## src/rtl/gelato_arb_grant_stage.sv

```systemverilog
// Grant stage behind a round-robin arbiter: moves one beat per cycle from the selected port into a
// 2-entry tagged output buffer, with per-port starvation watchdogs.
module gelato_arb_grant_stage #(
    parameter int PORT_NUM_WIDTH = 2,
    parameter int DATA_WIDTH     = 32,
    parameter int STARVE_LIMIT   = 16,
    parameter int CNT_WIDTH      = $clog2(STARVE_LIMIT + 1)
) (
    input  logic                                       clk,
    input  logic                                       rst,
    input  logic [PORT_NUM_WIDTH-1:0]                  selected,
    input  logic [(1<<PORT_NUM_WIDTH)-1:0]             in_valid,
    input  logic [(1<<PORT_NUM_WIDTH)*DATA_WIDTH-1:0]  in_data,
    output logic [(1<<PORT_NUM_WIDTH)-1:0]             in_ready,
    output logic                                       out_valid,
    output logic [DATA_WIDTH-1:0]                      out_data,
    output logic [PORT_NUM_WIDTH-1:0]                  out_port,
    input  logic                                       out_ready,
    output logic [(1<<PORT_NUM_WIDTH)-1:0]             starve
);

    localparam int NPORT = 1 << PORT_NUM_WIDTH;
    localparam logic [CNT_WIDTH-1:0] LIMIT_C = CNT_WIDTH'(STARVE_LIMIT);

    logic [1:0]                count_r;
    logic                      wr_ptr_r;
    logic                      rd_ptr_r;
    logic [DATA_WIDTH-1:0]     data_mem_r [2];
    logic [PORT_NUM_WIDTH-1:0] port_mem_r [2];
    logic [CNT_WIDTH-1:0]      starve_cnt_r [NPORT];
    logic [NPORT-1:0]          starve_r;

    logic                      not_full_s;
    logic [NPORT-1:0]          port_accept_s;
    logic                      accept_s;
    logic                      pop_s;
    logic [DATA_WIDTH-1:0]     sel_data_s;
    logic [1:0]                count_next_s;
    logic [CNT_WIDTH-1:0]      cnt_next_s [NPORT];

    // Grant decode: only registered count and the arbiter's registered index feed in_ready.
    always_comb begin
        not_full_s = (count_r != 2'd2);
        in_ready   = '0;
        for (int p = 0; p < NPORT; p++) begin
            if (selected == PORT_NUM_WIDTH'(p)) begin
                in_ready[p] = not_full_s;
            end else begin
                in_ready[p] = 1'b0;
            end
        end
        port_accept_s = in_valid & in_ready;
        accept_s      = |port_accept_s;
        pop_s         = (count_r != 2'd0) && out_ready;
        sel_data_s    = in_data[int'(selected)*DATA_WIDTH +: DATA_WIDTH];
    end

    // Buffer occupancy: simultaneous accept and pop leave the count unchanged.
    always_comb begin
        count_next_s = count_r;
        case ({accept_s, pop_s})
            2'b10:   count_next_s = count_r + 2'd1;
            2'b01:   count_next_s = count_r - 2'd1;
            default: count_next_s = count_r;
        endcase
    end

    // Starvation counters clear on idle or service, otherwise climb and saturate at the limit.
    always_comb begin
        for (int p = 0; p < NPORT; p++) begin
            cnt_next_s[p] = starve_cnt_r[p];
            if (!in_valid[p] || port_accept_s[p]) begin
                cnt_next_s[p] = '0;
            end else if (starve_cnt_r[p] < LIMIT_C) begin
                cnt_next_s[p] = starve_cnt_r[p] + {{(CNT_WIDTH-1){1'b0}}, 1'b1};
            end else begin
                cnt_next_s[p] = LIMIT_C;
            end
        end
    end

    // Buffer pointers, storage and occupancy.
    always_ff @(posedge clk) begin
        if (rst) begin
            count_r       <= 2'd0;
            wr_ptr_r      <= 1'b0;
            rd_ptr_r      <= 1'b0;
            data_mem_r[0] <= '0;
            data_mem_r[1] <= '0;
            port_mem_r[0] <= '0;
            port_mem_r[1] <= '0;
        end else begin
            count_r <= count_next_s;
            if (accept_s) begin
                data_mem_r[wr_ptr_r] <= sel_data_s;
                port_mem_r[wr_ptr_r] <= selected;
                wr_ptr_r             <= ~wr_ptr_r;
            end
            if (pop_s) begin
                rd_ptr_r <= ~rd_ptr_r;
            end
        end
    end

    // Watchdog state; the flag is registered from the next count so it tracks the counter exactly.
    always_ff @(posedge clk) begin
        if (rst) begin
            for (int p = 0; p < NPORT; p++) begin
                starve_cnt_r[p] <= '0;
            end
            starve_r <= '0;
        end else begin
            for (int p = 0; p < NPORT; p++) begin
                starve_cnt_r[p] <= cnt_next_s[p];
                starve_r[p]     <= (cnt_next_s[p] == LIMIT_C);
            end
        end
    end

    assign out_valid = (count_r != 2'd0);
    assign out_data  = data_mem_r[rd_ptr_r];
    assign out_port  = port_mem_r[rd_ptr_r];
    assign starve    = starve_r;

endmodule
```

## config.mk

```make
export PLATFORM = sky130hd
export DESIGN_NAME = gelato_arb_grant_stage
export DESIGN_NICKNAME = d
export VERILOG_FILES = /design/src/rtl/gelato_arb_grant_stage.sv
export SDC_FILE = /design/constraint.sdc
export NUM_CORES = 1
export LEC_CHECK = 0
export CAP_MARGIN = 25
export CORE_ASPECT_RATIO = 1.4
export CORE_UTILIZATION = 50
export CTS_BUF_LIST = sky130_fd_sc_hd__clkbuf_8
export DETAILED_ROUTE_END_ITERATION = 7
export PLACE_DENSITY = 0.89
export SYNTH_ARGS = -nofsm -noshare
export SYNTH_HDL_FRONTEND = slang
export SYNTH_SLANG_ARGS = --single-unit
```

## constraint.sdc

```tcl
create_clock -name clk -period 10 [get_ports clk]
set_input_delay 2.5 -clock clk [delete_from_list [all_inputs] [get_ports clk]]
set_output_delay 2.5 -clock clk [all_outputs]
set_load 0.05 [all_outputs]
```

==> results of run 1 <==
## worst max path at each step
| stage | startpoint | depth (start not counted) | to |
|---|---|---|---|
| after floorplan | selected[1] | 3 | in_ready[0] |
| final | selected[1] | 4 | in_ready[2] |
| after global placement | selected[1] | 4 | in_ready[3] |
| after global routing | selected[1] | 4 | in_ready[2] |
| after detailed placement | selected[1] | 4 | in_ready[2] |
| after CTS | selected[1] | 4 | in_ready[2] |
## cell usage in the layout (no fill, tap or decap), types with 2 or more instances in the layout
cell type and instances:
sky130_fd_sc_hd__o311ai_1 2, sky130_fd_sc_hd__and2_1 33, sky130_fd_sc_hd__or2_2 4, sky130_fd_sc_hd__dfxtp_1 28
sky130_fd_sc_hd__bufinv_16 2, sky130_fd_sc_hd__a41oi_1 3, sky130_fd_sc_hd__clkbuf_8 9, sky130_fd_sc_hd__nand3_1 4
sky130_fd_sc_hd__xor2_1 4, sky130_fd_sc_hd__clkdlybuf4s50_1 177, sky130_fd_sc_hd__nand2_1 3, sky130_fd_sc_hd__and3_1 5
sky130_fd_sc_hd__nor4_1 3, sky130_fd_sc_hd__mux2_2 36, sky130_fd_sc_hd__ha_1 5, sky130_fd_sc_hd__nor3_1 7
sky130_fd_sc_hd__buf_16 3, sky130_fd_sc_hd__edfxtp_1 68, sky130_fd_sc_hd__a31oi_1 2, sky130_fd_sc_hd__nor2_1 26
sky130_fd_sc_hd__xnor2_1 8, sky130_fd_sc_hd__a21o_1 2, sky130_fd_sc_hd__buf_2 2, sky130_fd_sc_hd__mux4_2 32
sky130_fd_sc_hd__o21ai_4 2, sky130_fd_sc_hd__nor2b_1 32, sky130_fd_sc_hd__inv_1 8
## per-layer routing
layer	wire length, µm	GRT usage, %	vias up	part of all wire, %
li1	-	-	1648	-
met1	4442	27.43	1746	36
met2	6766	46.05	144	55
met3	587	5.891	39	4.8
met4	482	13.33	0	3.9
met5	0	0	-	0
## area by class of cell
type                            count  area, µm²  area share [%]
Sequential cell                    97       2624           37.28
Multi-Input combinational cell    224       2142           30.44
Timing Repair Buffer              184       1887           26.81
Tap cell                          110      137.6           1.956
Clock buffer                        9      123.9           1.760
Clock inverter                      7      93.84           1.333
Inverter                            8      30.03          0.4267
## per-stage QoR
stage          setup slack [ps]  cells  total power, mW  hold WS [ps]
3_5_place_dp               2864    623            1.086         438.2
5_1_grt                    2730    639            1.404         473.4
6_report                   2867    639            1.354         462.0
4_1_cts                    2852    639            1.360         455.0
3_3_place_gp               3016    619            1.061         419.4
2_1_floorplan              3511    349           0.8822         411.9
## logic make-up after synthesis
group	Yosys count	share of synthesized area [%]
AND/OR/NAND/NOR	122	14.00
flip-flops	97	53.66
multiplexers	68	23.04
buffers and inverters	28	2.970
AO/OA/AOI/OAI	17	2.893
XOR/XNOR	12	2.151
adder cells (fa/ha/maj)	5	1.280
## power by group
| part | internal (mW) | total [mW] | leakage [nW] | switching (mW) |
|---|---|---|---|---|
| logic | 0.239 | 0.549 | 1.49 | 0.309 |
| clock network | 0.141 | 0.278 | 0.107 | 0.137 |
| registers | 0.488 | 0.527 | 0.957 | 0.0390 |
| total | 0.868 | 1.35 | 2.56 | 0.486 |
## state kept, by name (all words and copies together) (netlist names), named ones only
register,flops
count_r,2
data_mem_r,64
port_mem_r,4
rd_ptr_r,1
starve,4
starve_cnt_r,20
wr_ptr_r,1
==> summary by stage, run 1 <==
Status
The flow ran to the end, and the final reports show no timing, DRC or antenna violations.

Power
The power density over the cells is 192.4 mW/mm². For this design the static power due to leakage is around 2.6 nW. The maximum ir drop on the vdd rail is 0.0001921 V.

Yosys
The Yosys warning count is 0. The synthesized flop and latch total is a little under 100. By count the netlist is led by sky130_fd_sc_hd__edfxtp_1, sky130_fd_sc_hd__mux2_2, sky130_fd_sc_hd__and2_1. The net count of the mapped netlist is ~490. The most used standard cell by instance count after synthesis is sky130_fd_sc_hd__edfxtp_1. For this run, the leading register cell type out of synthesis is sky130_fd_sc_hd__edfxtp_1. The mean post-synth cell area is 14.00 µm². The number of instances in the synthesized netlist is between 300 and 400.

After synthesis the cells add up to a little under 0.005 mm². In the post-synthesis netlist, the biggest area contributors are sky130_fd_sc_hd__edfxtp_1, sky130_fd_sc_hd__mux4_2, sky130_fd_sc_hd__dfxtp_1, sky130_fd_sc_hd__mux2_2, sky130_fd_sc_hd__and2_1. The share of the Yosys chip area taken by registers is 53.66%. In this run the biggest area consumer among cell types represents a little over two fifths of the synthesized area. The number of different library cells in the post-synthesis netlist is 36.

In this run, synthesis inferred roughly 70 flip-flops with an integrated enable. The biggest area contributor in the post-synthesis netlist is sky130_fd_sc_hd__edfxtp_1. The fraction of synthesis flops using an asynchronous set or reset pin is 0%.

Timing
The final count of hold timing violations came to 0. Setup repair after global routing left no endpoint under its margin. The final number of max-transition violations came to 0. Clock skew on the completed layout was measured at just over 7 ps. The post-route fraction of the period consumed by the critical path is 71.33%. The actual slew at the worst max-slew pin is ~950 ps. The final total negative setup slack is 0 ps. The fmax is approximately 0.14 GHz.

Setup violations remaining at the end of the flow were counted as 0. The worst slew slack as a fraction of its limit is a little under two fifths. The final period demand of the worst path is between 7000 and 8000 ps.

Floorplanning
From left edge to right edge, the die measures 85.56 µm. The die is 119.0 µm tall. The area inside the core boundary is around 0.0095 mm². After floorplanning, the core was divided into 42 placement rows. The die covers about 0.010 mm².

The I/O pin total is 180. For this configuration, the core starts out at a cell density of between 50% and 60%.

Setup path
The element type at the critical path start is an input pin. At the worst endpoint, the arrival time is roughly 4600 ps. The terminus of the critical flop-to-flop path is data_mem_r[1][7]. The critical path capture point type is a primary output. STA puts the critical path data required time at between 7000 and 8000 ps. Traced cell by cell, the critical path runs through buf_2 > inv_1 > nor3_1 > clkdlybuf4s50_1. The largest incremental delay on the critical path is 840 ps. Setup slack on the worst reg-to-reg path comes out at ~7800 ps.

The count of buffer and inverter cells on the critical path is 3. The cell at the slowest stage of the critical path is sky130_fd_sc_hd__clkdlybuf4s50_1. By startpoint and endpoint, the worst setup path is classified as in2out. The cell family contributing the most delay on the critical path is buffers and inverters.

For the worst flop-to-flop path, the logic depth is 6. The critical-path maximum fanout is 38. The worst register-to-register path begins at count_r[0].

Clock network
The clock passes through at most 2 buffers. The clock tree from TritonCTS is built. The number of buffers inserted by hold repair at cts is 0. The number of sinks handled by clock tree synthesis is between 90 and 100. Once the clock tree was built, the setup fixing pass inserted 0 buffers. Post-CTS repair changed the size of 0 cells.

The insertion delay of the later-clocked pin in the worst-skew pair is around 370 ps. Clock-pin slew was measured on the worst setup and hold paths at 90 ps. The maximum level of the CTS H-tree is 3.

The number of buffers added by the clock tree synthesis step is 9. The cell sitting at the root of the clock tree is a sky130_fd_sc_hd__clkbuf_8.

Finish
The final core utilization is between 70% and 80%. The number of filler instances in the final layout is between 600 and 700. The finished layout cell area is roughly 0.0070 mm². The area growth from synthesis to layout is 44.01%. The layout cell share with drive strength beyond 1 is roughly a fifth.

At the end of the flow, the number of nets in the layout was roughly 670. 0 antenna diodes ended up in the layout.

Detailed routing
The first detailed-routing pass ran for 4 iterations. The count of routing violations after the opening detailed-route iteration is roughly 150. The post-detailed-route wirelength per cell is between 15 and 20 µm. The ratio of routed vias to standard cells is roughly 5.6. After detailed routing, the number of remaining DRC violations is 0. The total wirelength of the detailed-routed design is 12280 µm.

The routed layout has between 3000 and 4000 vias. Once detail routing completed, the nets flagged for antenna violations numbered 0.

Min path
The path with the worst hold slack has its endpoint at starve_cnt_r[0][0]. The worst hold path begins at starve_cnt_r[0][0]. The path class of the tightest hold or removal check is reg2reg. Counting instances, the worst hold path has a depth of 1.

GRT
The via count of the first global-routing pass came to 3866. Entering global routing, the biggest net connects between 40 and 50 pins. Global routing used about 26% of the available tracks.

The total overflow reported by the global router is 0. The initial antenna violation count was 0. The wire length of the first global-routing pass is ~19000 µm.

Job
Across the run, the number of max-cap violations was 0.

Placed design
The wire-length estimate of the detail-placed layout is 8887 µm. The total of buffers placed on input and output ports is approximately 180. Routability-driven placement finished with a final weighted congestion of about 0.8.

The cell area after placement is 0.006820 mm².
(Power assumes the default switching activity.)
==> run 2: changes to the inputs <==
--- a/config.mk
+++ b/config.mk
@@ -7,10 +7,10 @@
 export LEC_CHECK = 0
 export CAP_MARGIN = 25
 export CORE_ASPECT_RATIO = 1.4
-export CORE_UTILIZATION = 50
+export CORE_UTILIZATION = 46
 export CTS_BUF_LIST = sky130_fd_sc_hd__clkbuf_8
 export DETAILED_ROUTE_END_ITERATION = 7
-export PLACE_DENSITY = 0.89
+export PLACE_DENSITY = 0.82
 export SYNTH_ARGS = -nofsm -noshare
 export SYNTH_HDL_FRONTEND = slang
 export SYNTH_SLANG_ARGS = --single-unit
==> constraint.sdc (replaced) <==
create_clock -name clk -period 7.1 [get_ports clk]
set_input_delay 1.775 -clock clk [delete_from_list [all_inputs] [get_ports clk]]
set_output_delay 1.775 -clock clk [all_outputs]
set_load 0.05 [all_outputs]
==> run 2 against run 1 <==
  * Power up 44%
  * Count of clock-buffer cells in the layout up 2
  * Sequential power up 41%
  * Largest cell class unchanged
==> summary by stage, run 2 (synthesized netlist as in run 1, its figures left out) <==
Detailed routing
The first-pass detailed-route iteration total is 5. Using the TritonRoute via totals, the vias-per-cell ratio works out to about 5.3. The count of routing violations after the opening detailed-route iteration is roughly 150. The DRC violations left is 0.

The final layout contains routed wiring with a total length of roughly 12000 µm. In the final routed layout, each cell accounts on average for roughly 18 µm. Once detail routing completed, the nets flagged for antenna violations numbered 0.

The via count is ~3500.

Timing
Across all hold checks on the routed design, the worst slack comes to about 460 ps. The worst setup slack after layout is approximately 1500 ps. For the pin with the worst max-slew slack, the measured transition is between 900 and 1000 ps. Across the routed clock network, the largest skew measured is approximately 5.6 ps. The setup violation total in the final timing report is 0.

The fmax is 0.1774 GHz. Subtracting the final worst setup slack from the clock period gives ~5600 ps. The final count of hold timing violations was 0. Setup repair after global routing left no endpoint under its margin. Adding up every negative setup slack in the final design gives 0 ps. Measured against its own limit, the worst slew margin works out to between 30% and 40%.

The final number of max-transition violations is 0. The post-route fraction of the period consumed by the critical path is between 70 and 80%.

Setup path
The critical-path maximum fanout is 38. The count of buffer and inverter cells on the critical path is 3. The worst setup path is launched from an input pin. The critical path goes through buf_2 > inv_1 > nor3_1 > clkdlybuf4s50_1. The slowest stage of the critical path belongs to the cell sky130_fd_sc_hd__clkdlybuf4s50_1. The cell family contributing the most delay on the critical path is buffers and inverters. On the worst path, the slowest cell contributes a delay of between 800 and 900 ps. The category of the most critical setup path is in2out. The critical path data arrival time is around 3900 ps. The data required time of the worst path is around 5300 ps. The worst setup path is captured at a primary output.

Floorplanning
The die footprint is 0.01105 mm². The die is between 80 and 90 µm wide. The vertical die dimension is ~120 µm. In this run the core area contains between 40 and 50 standard-cell rows.

The floorplan step defined a core boundary enclosing between 0.01 and 0.015 mm². During I/O placement, the number of pins put on the boundary was 180. The starting density of the core is 47.22%.

GRT
After global routing the overflow that remains totals 0. The first global-routing pass estimated about 18000 µm of wire. Entering global routing, the biggest net connects 40 pins. The initial antenna violation count is 0. The via count of the first global-routing pass is between 3000 and 4000.

The total routing resource utilization after global routing is 22.21%.

Clock network
Post-CTS repair changed the size of 0 cells. The clock input transition at the sequential cells of the worst setup and hold paths is approximately 90 ps. The number of buffers added for setup after CTS is 0. TritonCTS built the clock tree. The tree is rooted in a sky130_fd_sc_hd__clkbuf_8. The clock tree buffer depth is 2. At the later pin of the worst-skew pair, clock insertion delay measures ~370 ps. TritonCTS created 9 clock buffers.

Buffers inserted to repair hold after CTS numbered 0. The number of sinks handled by clock tree synthesis is 97. The maximum level of the CTS H-tree is 3.

Finish
The most flop-heavy register is data_mem_r. In the final layout, the registers with the most flip-flops are data_mem_r x64, starve_cnt_r x20. The top cell types in the final layout, fill and taps aside, are sky130_fd_sc_hd__clkdlybuf4s50_1, sky130_fd_sc_hd__edfxtp_1, sky130_fd_sc_hd__mux2_2, sky130_fd_sc_hd__and2_1. Of the cells placed in the final design, the portion with a size suffix greater than 1 is around a fifth. Registers take about 0.0026 mm².

The multi-input combinational cells in the finished layout cover a total of about 0.0021 mm². The number of flip-flops in the largest register is 64. The number of filler instances in the final layout is 793. The area growth from synthesis to layout is 45.29%. The final-stage net count is between 600 and 700. The most common library cell in the layout ignoring fill and taps is sky130_fd_sc_hd__clkdlybuf4s50_1.

Summing all non-filler instances in the final layout gives an area of around 0.007 mm². The antenna diode count is 0.

Job
Max-cap violations in this run came to 0.

Power
Net switching is 34.62% of the power. The sequential share of power is 38.0%. The internal portion of total power is between 1 and 1.5 mW.

The maximum ir drop on the vdd rail is between 0.0002 and 0.0003 V. Summed over all nets, the switching power comes to about 680 µW. Of the total power, combinational logic draws about two fifths. The overall power of the completed layout is between 1.5 and 2 mW. The static leakage power is about 2.6 nW. Dividing total power by cell area gives a power density of about 270 mW/mm². Of the total power, the clock network draws between 20% and 30%.

Status
The run finished with clean final reports.

Placed design
The pre-CTS setup slack is 1425 ps. The detailed-placement wirelength estimate is ~9000 µm. The placed instances occupy a cell area of 0.006848 mm². The congestion estimate from routability-driven global placement came to 0.7157.

The total of buffers placed on input and output ports is roughly 180.

Min path
The tightest min-delay check is of the reg2reg type.
[run 2: power by group through the flow]
stage	combinational, mW	clock, mW	sequential [mW]
after floorplan	0.522	0	0.721
after global placement	0.745	0	0.752
after detailed placement	0.771	0	0.757
after CTS	0.774	0.445	0.745
after global routing	0.802	0.471	0.753
final	0.768	0.441	0.742
[run 2: final timing paths]
check / start / end / slack [ps] / cells after the start
setup reg to reg: count_r[0] / data_mem_r[1][31] / 4990 / 6
setup / recovery: selected[1] / in_ready[2] / 1460 / 4
hold / removal: starve_cnt_r[0][0] / starve_cnt_r[0][0] / 460 / 1
hold reg to reg: starve_cnt_r[0][0] / starve_cnt_r[0][0] / 460 / 1
[run 2: worst register-to-register path, delay by kind of cell (launching register included)]
family	cells	cell delay (ps)
buffers and inverters	2	400
AO/OA/AOI/OAI	1	520
flip-flops	1	420
AND/OR/NAND/NOR	3	490
[run 2: cell type report]
class	count	share of cell area (%)
well taps	138	2.432
clock buffers	11	2.132
multi-input cells	224	30.17
inverters	8	0.4229
flip-flops and latches	97	36.95
repair buffers	184	26.47
clock inverters	5	1.427
[run 2: per-stage QoR]
stage	cells	utilization (%)
floorplan	349	-
global placement	648	65.37
detailed placement	651	66.16
CTS	667	68.60
global route	667	68.60
finish	667	68.60
[run 2: metal layers]
layer | routed length [µm] | global-route usage, %
met5 | 0 | 0
met1 | 4512 | 23.81
met3 | 665 | 5.633
met4 | 273 | 7.937
met2 | 6713 | 41.36
